$ cat src/rtl/mips_bus_pkg.sv
// Shared definitions for the pipeline-to-SRAM-like bus adapters:
// transfer size codes, bridge FSM encoding and byte-enable legality.
package mips_bus_pkg;

  localparam logic [1:0] SZ_BYTE = 2'd0;
  localparam logic [1:0] SZ_HALF = 2'd1;
  localparam logic [1:0] SZ_WORD = 2'd2;

  typedef enum logic [1:0] {
    ST_IDLE  = 2'd0,
    ST_RESP  = 2'd1,
    ST_DONE  = 2'd2,
    ST_DRAIN = 2'd3
  } bus_state_e;

  // True for byte-enable patterns that map onto a naturally aligned size.
  function automatic logic wen_legal(input logic [3:0] wen);
    logic ok;
    case (wen)
      4'b0001, 4'b0010, 4'b0100, 4'b1000: ok = 1'b1;
      4'b0011, 4'b1100:                   ok = 1'b1;
      4'b1111:                            ok = 1'b1;
      default:                            ok = 1'b0;
    endcase
    return ok;
  endfunction

endpackage

$ cat src/rtl/sramlike_bridge_if.sv
// SRAM-like bus between the adapter (master) and the AXI-side bridge (slave).
interface sramlike_bridge_if #(
  parameter int AW = 32,
  parameter int DW = 32
);
  logic          req;
  logic          wr;
  logic [1:0]    size;
  logic [AW-1:0] addr;
  logic [DW-1:0] wdata;
  logic          addr_ok;
  logic          data_ok;
  logic [DW-1:0] rdata;

  modport master (
    output req, wr, size, addr, wdata,
    input  addr_ok, data_ok, rdata
  );

  modport slave (
    input  req, wr, size, addr, wdata,
    output addr_ok, data_ok, rdata
  );
endinterface

$ cat src/rtl/sramlike_bridge_chk.sv
// Run-time checks on the adapter's request stream.
module sramlike_bridge_chk
  import mips_bus_pkg::*;
(
  input logic       clk,
  input logic       rst,
  input logic       req,
  input logic       wr,
  input logic [3:0] wen
);

  // Write requests must carry a byte-enable pattern with a size encoding.
  always @(posedge clk) begin
    if (!rst && req && wr) begin
      assert (wen_legal(wen))
        else $error("sramlike_bridge: unsupported sram_wen pattern %b", wen);
    end
  end

endmodule

$ cat src/rtl/sramlike_bridge_wen_to_size.sv
// Byte-enable to transfer size / low address bits. Reads (wen == 0) and
// unsupported patterns fall back to an aligned word access.
module wen_to_size
  import mips_bus_pkg::*;
(
  input  logic [3:0] wen,
  output logic [1:0] size,
  output logic [1:0] addr_lo
);

  // Decode byte lanes into the narrowest aligned transfer.
  always_comb begin
    size    = SZ_WORD;
    addr_lo = 2'b00;
    case (wen)
      4'b0001: begin size = SZ_BYTE; addr_lo = 2'b00; end
      4'b0010: begin size = SZ_BYTE; addr_lo = 2'b01; end
      4'b0100: begin size = SZ_BYTE; addr_lo = 2'b10; end
      4'b1000: begin size = SZ_BYTE; addr_lo = 2'b11; end
      4'b0011: begin size = SZ_HALF; addr_lo = 2'b00; end
      4'b1100: begin size = SZ_HALF; addr_lo = 2'b10; end
      default: begin size = SZ_WORD; addr_lo = 2'b00; end
    endcase
  end

endmodule

$ cat src/rtl/sramlike_bridge.sv
// Single-cycle SRAM pipeline port to SRAM-like req/addr_ok/data_ok adapter
// with response buffering under external stall and flush draining.
module sramlike_bridge
  import mips_bus_pkg::*;
#(
  parameter int AW       = 32,
  parameter int DW       = 32,
  parameter bit WRITE_EN = 1'b1
) (
  input  logic          clk,
  input  logic          rst,
  input  logic          sram_en,
  input  logic [3:0]    sram_wen,
  input  logic [AW-1:0] sram_addr,
  input  logic [DW-1:0] sram_wdata,
  output logic [DW-1:0] sram_rdata,
  input  logic          ext_stall,
  input  logic          cancel,
  output logic          bus_stall,
  sramlike_bridge_if.master bus
);

  bus_state_e    state_q, state_d;
  logic [DW-1:0] rdata_q, rdata_d;
  logic          req_s;
  logic          hit_s;
  logic [3:0]    wen_eff_s;
  logic [1:0]    size_s;
  logic [1:0]    addr_lo_s;

  assign wen_eff_s = (WRITE_EN != 1'b0) ? sram_wen : 4'b0000;
  assign req_s     = sram_en & ~cancel & (state_q == ST_IDLE);
  assign hit_s     = bus.data_ok & ((state_q == ST_RESP) |
                                    ((state_q == ST_IDLE) & bus.addr_ok));

  wen_to_size u_wen_to_size (
    .wen     (wen_eff_s),
    .size    (size_s),
    .addr_lo (addr_lo_s)
  );

  assign bus.size  = size_s;
  assign bus.addr  = {sram_addr[AW-1:2], addr_lo_s};
  assign bus.wdata = sram_wdata;

  // State and held-response registers.
  always_ff @(posedge clk) begin
    if (rst) begin
      state_q <= ST_IDLE;
      rdata_q <= {DW{1'b0}};
    end else begin
      state_q <= state_d;
      rdata_q <= rdata_d;
    end
  end

  // Next state; the response is latched only when entering DONE.
  always_comb begin
    state_d = state_q;
    rdata_d = rdata_q;
    case (state_q)
      ST_IDLE: begin
        if (req_s && bus.addr_ok) begin
          if (bus.data_ok) begin
            if (ext_stall) begin
              state_d = ST_DONE;
              rdata_d = bus.rdata;
            end else begin
              state_d = ST_IDLE;
            end
          end else begin
            state_d = ST_RESP;
          end
        end else begin
          state_d = ST_IDLE;
        end
      end
      ST_RESP: begin
        if (cancel) begin
          state_d = bus.data_ok ? ST_IDLE : ST_DRAIN;
        end else if (bus.data_ok) begin
          if (ext_stall) begin
            state_d = ST_DONE;
            rdata_d = bus.rdata;
          end else begin
            state_d = ST_IDLE;
          end
        end else begin
          state_d = ST_RESP;
        end
      end
      ST_DONE: begin
        if (!ext_stall || cancel) begin
          state_d = ST_IDLE;
        end else begin
          state_d = ST_DONE;
        end
      end
      ST_DRAIN: begin
        if (bus.data_ok) begin
          state_d = ST_IDLE;
        end else begin
          state_d = ST_DRAIN;
        end
      end
      default: begin
        state_d = ST_IDLE;
      end
    endcase
  end

  // Outputs; a post-flush request keeps the stage held until the drain ends.
  always_comb begin
    bus.req    = 1'b0;
    bus.wr     = 1'b0;
    bus_stall  = 1'b0;
    sram_rdata = bus.rdata;
    if (rst) begin
      bus.req   = 1'b0;
      bus.wr    = 1'b0;
      bus_stall = 1'b0;
    end else begin
      bus.req = req_s;
      bus.wr  = |wen_eff_s;
      if (state_q == ST_DRAIN) begin
        bus_stall = sram_en;
      end else begin
        bus_stall = sram_en & ~cancel & (state_q != ST_DONE) & ~hit_s;
      end
    end
    if (state_q == ST_DONE) begin
      sram_rdata = rdata_q;
    end else begin
      sram_rdata = bus.rdata;
    end
  end

  sramlike_bridge_chk u_chk (
    .clk (clk),
    .rst (rst),
    .req (bus.req),
    .wr  (bus.wr),
    .wen (sram_wen)
  );

endmodule

$ cat src/flat_wrapper.sv
// flat-port wrapper written by rule: the top's interface ports become plain ports
module sramlike_bridge_flat import mips_bus_pkg::*;
#(
  parameter int AW       = 32,
  parameter int DW       = 32,
  parameter bit WRITE_EN = 1'b1
)
  (clk, rst, sram_en, sram_wen, sram_addr, sram_wdata, sram_rdata, ext_stall, cancel, bus_stall, bus_req, bus_wr, bus_size, bus_addr, bus_wdata, bus_addr_ok, bus_data_ok, bus_rdata);
  sramlike_bridge_if #(.AW(AW), .DW(DW)) bus_i ();
  input  logic clk;
  input  logic rst;
  input  logic sram_en;
  input  logic [3:0] sram_wen;
  input  logic [AW-1:0] sram_addr;
  input  logic [DW-1:0] sram_wdata;
  output logic [DW-1:0] sram_rdata;
  input  logic ext_stall;
  input  logic cancel;
  output logic bus_stall;
  output wire logic [$bits(bus_i.req)-1:0] bus_req;
  output wire logic [$bits(bus_i.wr)-1:0] bus_wr;
  output wire logic [$bits(bus_i.size)-1:0] bus_size;
  output wire logic [$bits(bus_i.addr)-1:0] bus_addr;
  output wire logic [$bits(bus_i.wdata)-1:0] bus_wdata;
  input wire logic [$bits(bus_i.addr_ok)-1:0] bus_addr_ok;
  input wire logic [$bits(bus_i.data_ok)-1:0] bus_data_ok;
  input wire logic [$bits(bus_i.rdata)-1:0] bus_rdata;
  assign bus_req = bus_i.req;
  assign bus_wr = bus_i.wr;
  assign bus_size = bus_i.size;
  assign bus_addr = bus_i.addr;
  assign bus_wdata = bus_i.wdata;
  assign bus_i.addr_ok = bus_addr_ok;
  assign bus_i.data_ok = bus_data_ok;
  assign bus_i.rdata = bus_rdata;
  sramlike_bridge #(.AW(AW), .DW(DW), .WRITE_EN(WRITE_EN)) u_core (.clk(clk), .rst(rst), .sram_en(sram_en), .sram_wen(sram_wen), .sram_addr(sram_addr), .sram_wdata(sram_wdata), .sram_rdata(sram_rdata), .ext_stall(ext_stall), .cancel(cancel), .bus_stall(bus_stall), .bus(bus_i));
endmodule
$ cat config.mk
export PLATFORM = sky130hd
export DESIGN_NAME = sramlike_bridge_flat
export DESIGN_NICKNAME = d
export VERILOG_FILES = /design/src/rtl/mips_bus_pkg.sv /design/src/rtl/sramlike_bridge_if.sv /design/src/rtl/sramlike_bridge_chk.sv /design/src/rtl/sramlike_bridge_wen_to_size.sv /design/src/rtl/sramlike_bridge.sv /design/src/flat_wrapper.sv
export SDC_FILE = /design/constraint.sdc
export NUM_CORES = 1
export LEC_CHECK = 0
export BUFFER_PORTS_ARGS = -buffer_cell sky130_fd_sc_hd__buf_2
export CAP_MARGIN = 5
export CORE_AREA = 2 2 81 83
export DETAILED_ROUTE_END_ITERATION = 10
export DIE_AREA = 0 0 83 85
export GPL_ROUTABILITY_DRIVEN = 0
export PLACE_DENSITY = 0.78
export SLEW_MARGIN = 20
export SYNTH_ARGS = -nofsm -noshare
export SYNTH_HDL_FRONTEND = slang
export SYNTH_SLANG_ARGS = --single-unit
export TNS_END_PERCENT = 10
$ cat constraint.sdc
create_clock -name clk -period 3.62 [get_ports clk]
set_input_delay 0.724 -clock clk [delete_from_list [all_inputs] [get_ports clk]]
set_output_delay 0.724 -clock clk [all_outputs]
set_load 0.1 [all_outputs]
==> flow_summary_export.csv, run 1 <==
group,metric,value,unit
outcome,outcome,"complete, no violations",
routing,post_drt_via_cell_ratio,5.351,
floorplanning,start_util,36.96,%
clocking,cts_setup_buffers,0,
logic_synthesis,yosysUniqueCellTypes,30,
sta,max_slew_margin,42.93,%
flow_run,cap_violations,0,
logic_synthesis,syn_avg_cell_area,8.310,µm²
place,numPortBuffers,81,
sta,fin_skew,2.184,ps
layout,layout.nets,390,
routing,dr_wl_met2,2.566,mm
clocking,h-tree-depth,2,
routing,highest_layer,"met4",
global_routing,grt.overflow.total,0,
sta,finalHoldViolCount,0,
clocking,cts_num_sinks,34,
sta,period_needed,2976,ps
sta,period_share,82.20,%
routing,vias,1921,
global_routing,grt_pass1_wl,8.528,mm
critical_path,critPathBufInv,1,
power,p_leak,0.9227,nW
logic_synthesis,syn_inst,276,
layout,drive_above_1_share,45.04,%
sta,slew_violations,0,
critical_path,slowest_stage,"nand2b_2",
layout,final_cell_mix,"81 x buf_2, 34 x nand3_1, 34 x dfxtp_1",
routing,drc_errors,0,
floorplanning,die_h,85,µm
floorplanning,core_area,6205,µm²
clocking,hold_buffers,0,
layout,fill_cells,662,
sta,setup_tns,0,ps
logic_synthesis,synth_seq_cells,34,
global_routing,grt_max_degree,38,
place,place_hpwl,3.566,mm
clocking,tritoncts,"built",
sta,max_freq,336.1,MHz
power,p_seq_share,38.8,%
routing,met1_length,2.181,mm
routing,drtAntennaViolNets,0,
floorplanning,std_cell_rows,29,
critical_path,critPathMaxStageDelay,750,ps
power,power_density,421.2,nW/µm²
clocking,cts.path.max_buffers,2,
clocking,clock-root-buffer,"clkbuf_8",
logic_synthesis,yosysSeqAreaShare,29.68,%
layout,finalNonFillerCells,359,
sta,hold_ws,475.9,ps
routing,dr.pass1.iters,4,
critical_path,crit_path_start_kind,"flip-flop",
power,power.internal,0.0005909,W
floorplanning,dieArea,7055,µm²
routing,initialDrtViolationCount,86,
global_routing,antenna_found_initial,0,
global_routing,grt_use_total,14.59,%
logic_synthesis,yosys.area.top_type,"dfxtp_1",
clocking,numCtsBuffers,5,
routing,routedWlPerCell,14.83,µm
sta,setup_viol,0,
power,switchingPower,0.0003952,W
critical_path,cp.required,2900,ps
critical_path,worst-setup-path-type,"flip-flop to primary output",
sta,worstMarginPinSlew,856.1,ps
critical_path,r2r_slack,1730,ps
layout,final_common_cell,"buf_2",
logic_synthesis,synth_area,2293,µm²
critical_path,cp_max_fo,33,
power,ir_drop,0.0001884,V
clocking,cts_resized,0,
critical_path,cp_cell_sequence,"nand2b_2, mux2_2, buf_2",
routing,wirelength,5.323,mm
power,clkPwrFrac,28.1,%
floorplanning,chipWidth,83,µm
critical_path,crit_path_end_kind,"primary output",
power,swShare,40.08,%
layout,diodes,0,
logic_synthesis,synth_nets,383,
clocking,worstSkewPairLatency,280,ps
routing,wl_met3,382,µm
min_path,hold_class,"flip-flop to flip-flop",
place,dp_cells,353,
floorplanning,pin_count,208,
power,combPwrFrac,33.1,%
logic_synthesis,yosysTopAreaCellShare,29.68,%
logic_synthesis,synth_area_leaders,"dfxtp_1 30%, buf_4 21%, mux2_2 16%, nand3_1 7.4%, a21oi_1 7.2%",
global_routing,grt_pass1_vias,1783,
logic_synthesis,synth_warnings,0,
critical_path,cpLargestDelayFamily,"simple AND/OR/NAND/NOR gates",
sta,rsz0062_at_grt,"false",
layout,area_growth,2.073,%
clocking,clkSlewWorstSetupHoldPaths,70,ps
critical_path,arrival,2250,ps
==> layout make-up <==
type	instances	area, µm²	area share, %
multi-input cells	157	1050	44.84
flip-flops and latches	34	680.7	29.08
repair buffers	84	427.9	18.28
well taps	77	96.34	4.115
clock buffers	6	82.58	3.528
inverters	1	3.754	0.1603
==> synth_stat cells <==
cell / count
buf_4: 64
dfxtp_1: 34
nand3_1: 34
a21oi_1: 33
mux2_2: 32
o21ai_0: 23
clkbuf_1: 12
o21ai_1: 10
buf_2: 4
nor2_1: 4
nor3_1: 4
buf_6: 3
a31oi_1: 2
a211o_1: 1
a21o_1: 1
a21oi_2: 1
a22oi_1: 1
buf_1: 1
inv_1: 1
nand2_1: 1
nand2b_1: 1
nand3b_1: 1
nand4_1: 1
nand4bb_1: 1
nor2b_1: 1
nor3b_1: 1
nor4b_1: 1
nor4bb_1: 1
or3b_1: 1
xnor2_1: 1
==> cell families after synthesis <==
kind of cell           synth area share, %
XOR/XNOR                            0.3820
AO/OA/AOI/OAI                        16.37
AND/OR/NAND/NOR                      12.28
multiplexers                         15.71
flip-flops                           29.68
buffers and inverters                25.59
==> worst min-delay path: stages, from the launching register on <==
cell and delay (ps):
dfxtp_1 310, o21ai_0 60, a21oi_1 60
==> state kept, by name, summed over array words and instances, names as in the netlist <==
register / cells
u_core.state_q: 2
u_core.rdata_q: 32
==> layer usage <==
layer,GRT usage (%),up-vias
met4,8.048,0
met2,24.49,73
met5,0,-
met3,4.572,27
met1,16.55,902
li1,-,919
==> power groups by stage <==
stage	Sequential [W]	Combinational, W	Clock [W]
floorplan	0.000390	0.000586	0
global placement	0.000391	0.000325	0
detailed placement	0.000391	0.000327	0
CTS	0.000383	0.000328	0.000289
global route	0.000383	0.000340	0.000309
finish	0.000383	0.000326	0.000277
==> metrics by stage <==
| step | setup slack [ps] | power (W) | utilization [%] | instance area [µm²] |
|---|---|---|---|---|
| 3_3_place_gp | 960.8 | 0.0007161 | 36.38 | 2257 |
| 4_1_cts | 619.8 | 0.0009997 | 37.71 | 2340 |
| 5_1_grt | 502.6 | 0.001032 | 37.73 | 2341 |
| 2_1_floorplan | -255.7 | 0.0009758 | - | 2298 |
| 3_5_place_dp | 940.3 | 0.0007183 | 36.38 | 2257 |
| 6_report | 644.4 | 0.0009861 | 37.73 | 2341 |
==> final timing paths <==
path,start,to,depth (start not counted)
max,u_core.state_q[0],sram_rdata[18],3
min,u_core.rdata_q[4],u_core.rdata_q[4],2
max reg2reg,u_core.state_q[1],u_core.rdata_q[1],4
min reg2reg,u_core.rdata_q[4],u_core.rdata_q[4],2
Power figures use the tool's default switching activity.
==> run 2: changes to the inputs <==
ABC_AREA = 1   (was default)
CORE_AREA = default   (was 2 2 81 83)
CORE_MARGIN = 2   (was default)
CORE_UTILIZATION = 40   (was default)
DIE_AREA = default   (was 0 0 83 85)
PLACE_DENSITY = 0.8   (was 0.78)
clock period = 2.9 ns   (was 3.62 ns; I/O delays follow)
==> flow_summary_export.csv, run 2 <==
group,metric,value,unit
routing,post_drt_via_cell_ratio,4.918,
logic_synthesis,syn_avg_cell_area,6.589,µm²
routing,drtAntennaViolNets,0,
critical_path,cp.required,2320,ps
floorplanning,die_h,84.26,µm
sta,period_needed,2565,ps
routing,met1_length,2.185,mm
sta,max_freq,389.9,MHz
layout,drive_above_1_share,26.43,%
power,p_leak,1.363,nW
layout,largest_register_ffs,32,
logic_synthesis,yosys.area.top_type,"dfxtp_1",
place,place_hpwl,3.665,mm
sta,finalHoldViolCount,0,
routing,dr_wl_met2,2.463,mm
critical_path,ff2ff_path_depth,6,
clocking,cts_resized,0,
clocking,cts_setup_buffers,0,
place,dp_cells,470,
sta,hold_ws,483.0,ps
power,ir_drop,0.0003200,V
layout,top_regs,"u_core.rdata_q x32, u_core.state_q x2",
logic_synthesis,async_reset_ff_share,0,%
logic_synthesis,syn_inst,391,
critical_path,timing.rr.end,"u_core.rdata_q[4]",
layout,final_common_cell,"buf_2",
routing,vias,2351,
logic_synthesis,synthFlopType,"dfxtp_1",
logic_synthesis,synth_nets,498,
clocking,clkSlewWorstSetupHoldPaths,70,ps
global_routing,grt.overflow.total,0,
global_routing,grt_pass1_vias,1974,
clocking,cts.path.max_buffers,2,
logic_synthesis,yosysSeqAreaShare,26.42,%
flow_run,cap_violations,0,
critical_path,r2r_slack,1260,ps
layout,largest_register,"u_core.rdata_q",
place,numPortBuffers,81,
logic_synthesis,synth_area_leaders,"dfxtp_1 26%, buf_4 18%, a21oi_1 13%, nor2_1 11%, nand3_1 7.6%",
layout,diodes,0,
logic_synthesis,yosysTopAreaCellShare,26.42,%
sta,max_slew_margin,46.33,%
logic_synthesis,synth_most_common_cell,"nor2_1",
floorplanning,std_cell_rows,29,
floorplanning,pin_count,208,
min_path,min_from,"u_core.rdata_q[31]",
min_path,worstHoldPathCells,2,
routing,highest_layer,"met4",
routing,drc_errors,0,
layout,finalNonFillerCells,478,
power,power_density,548.2,nW/µm²
critical_path,critPathMaxStageDelay,530,ps
routing,routedWlPerCell,10.81,µm
critical_path,cp_max_fo,35,
critical_path,slowest_stage,"dfxtp_1",
logic_synthesis,synth_seq_cells,34,
clocking,tritoncts,"built",
layout,final_cell_mix,"81 x buf_2, 73 x nor2_1, 68 x a21oi_1",
floorplanning,chipWidth,84.26,µm
floorplanning,dieArea,7099,µm²
layout,area_growth,-0.4856,%
critical_path,critPathBufInv,3,
logic_synthesis,synth-edff-count,0,
layout,post-route-util,40.84,%
clocking,cts_num_sinks,34,
floorplanning,start_util,41.04,%
global_routing,grt_pass1_wl,8.528,mm
critical_path,crit_path_start_kind,"flip-flop",
global_routing,grt_max_degree,65,
logic_synthesis,synthTopCellsByCount,"73 x nor2_1, 68 x a21oi_1, 62 x buf_4",
routing,wl_met3,392,µm
sta,rsz0062_at_grt,"false",
critical_path,crit_path_end_kind,"primary output",
min_path,whs_endpoint,"u_core.rdata_q[31]",
layout,layout.nets,507,
logic_synthesis,synth_area,2576,µm²
sta,period_share,88.43,%
routing,wirelength,5.169,mm
sta,fin_skew,2.767,ps
min_path,hold_class,"flip-flop to flip-flop",
critical_path,worst-setup-path-type,"flip-flop to primary output",
floorplanning,core_area,6277,µm²
clocking,h-tree-depth,2,
clocking,worstSkewPairLatency,280,ps
critical_path,arrival,1980,ps
routing,dr.pass1.iters,4,
logic_synthesis,synth_warnings,0,
critical_path,cpLargestDelayFamily,"buffers and inverters",
critical_path,cp_cell_sequence,"inv_2, nand2_2, buf_4, nor2_1, a21oi_1, buf_2",
clocking,hold_buffers,0,
clocking,clock-root-buffer,"clkbuf_8",
sta,slew_violations,0,
outcome,outcome,"complete, no violations",
logic_synthesis,yosysUniqueCellTypes,19,
critical_path,r2r_start,"u_core.state_q[1]",
sta,worstMarginPinSlew,805.0,ps
routing,initialDrtViolationCount,83,
clocking,numCtsBuffers,5,
global_routing,grt_use_total,14.15,%
sta,setup_viol,0,
global_routing,antenna_found_initial,0,
run 2: changes by cell type after synthesis, sizes merged, moves of 5 or more:
| cell | delta |
|---|---|
| nand2 | +42 |
| nand3 | +5 |
| clkbuf | -12 |
| o21ai | -30 |
| buf | +12 |
| mux2 | -32 |
| inv | +39 |
| a21oi | +34 |
| nor2 | +71 |
run 2: area by class of cell:
class / count / area, µm²
Tap cell: 77 / 96.34
Timing Repair Buffer: 86 / 442.9
Inverter: 40 / 150.1
Clock inverter: 1 / 30.03
Multi-Input combinational cell: 233 / 1087
Clock buffer: 7 / 76.32
Fill cell: 663 / 3714
Sequential cell: 34 / 680.7
run 2: cell families (layout without fill, tap and decap cells):
| group | after synthesis | in the layout | synth area share, % |
|---|---|---|---|
| compound gates | 71 | 71 | 14.23 |
| buf+inv | 124 | 134 | 32.05 |
| flops | 34 | 34 | 26.42 |
| simple gates | 162 | 162 | 27.30 |
run 2: worst reg2reg max path: stages, from the launching register on:
cell and delay (ps):
dfxtp_1 410, inv_2 110, nand2_2 90, nor2_8 600
nand3_1 190, nand2_1 100, nor2_1 50
run 2: metal layers:
| metal | GRT usage [%] | up-vias |
|---|---|---|
| met4 | 5.865 | 0 |
| met5 | 0 | - |
| met3 | 4.130 | 19 |
| met2 | 25.04 | 84 |
| li1 | - | 1188 |
| met1 | 15.83 | 1060 |
run 2: how the worst max path moves through the flow:
stage,depth (start not counted),end,slack [ps],startpoint
finish,6,sram_rdata[5],340,u_core.state_q[0]
global route,6,sram_rdata[5],170,u_core.state_q[0]
CTS,6,sram_rdata[5],310,u_core.state_q[0]
detailed placement,6,sram_rdata[5],630,u_core.state_q[0]
global placement,6,sram_rdata[10],670,u_core.state_q[0]
floorplan,4,sram_rdata[0],-40,u_core.state_q[1]
run 2: where the power goes:
group	internal, W	total [W]	switching [W]	leakage (nW)
clock	0.000257	0.000425	0.000168	0.0524
sequential	0.000483	0.000493	0.00000951	0.276
combinational	0.0000918	0.000488	0.000396	1.03
total	0.000832	0.00141	0.000573	1.36
run 2: metrics by stage:
step	power (W)	instance area, µm²	TNS, ps	setup slack (ps)
floorplan	0.001325	2594	-1347	-44.41
global placement	0.0009863	2457	0	668.9
detailed placement	0.0009928	2457	0	628.5
CTS	0.001428	2564	0	313.8
global route	0.001473	2564	0	174.0
finish	0.001405	2564	0	335.4
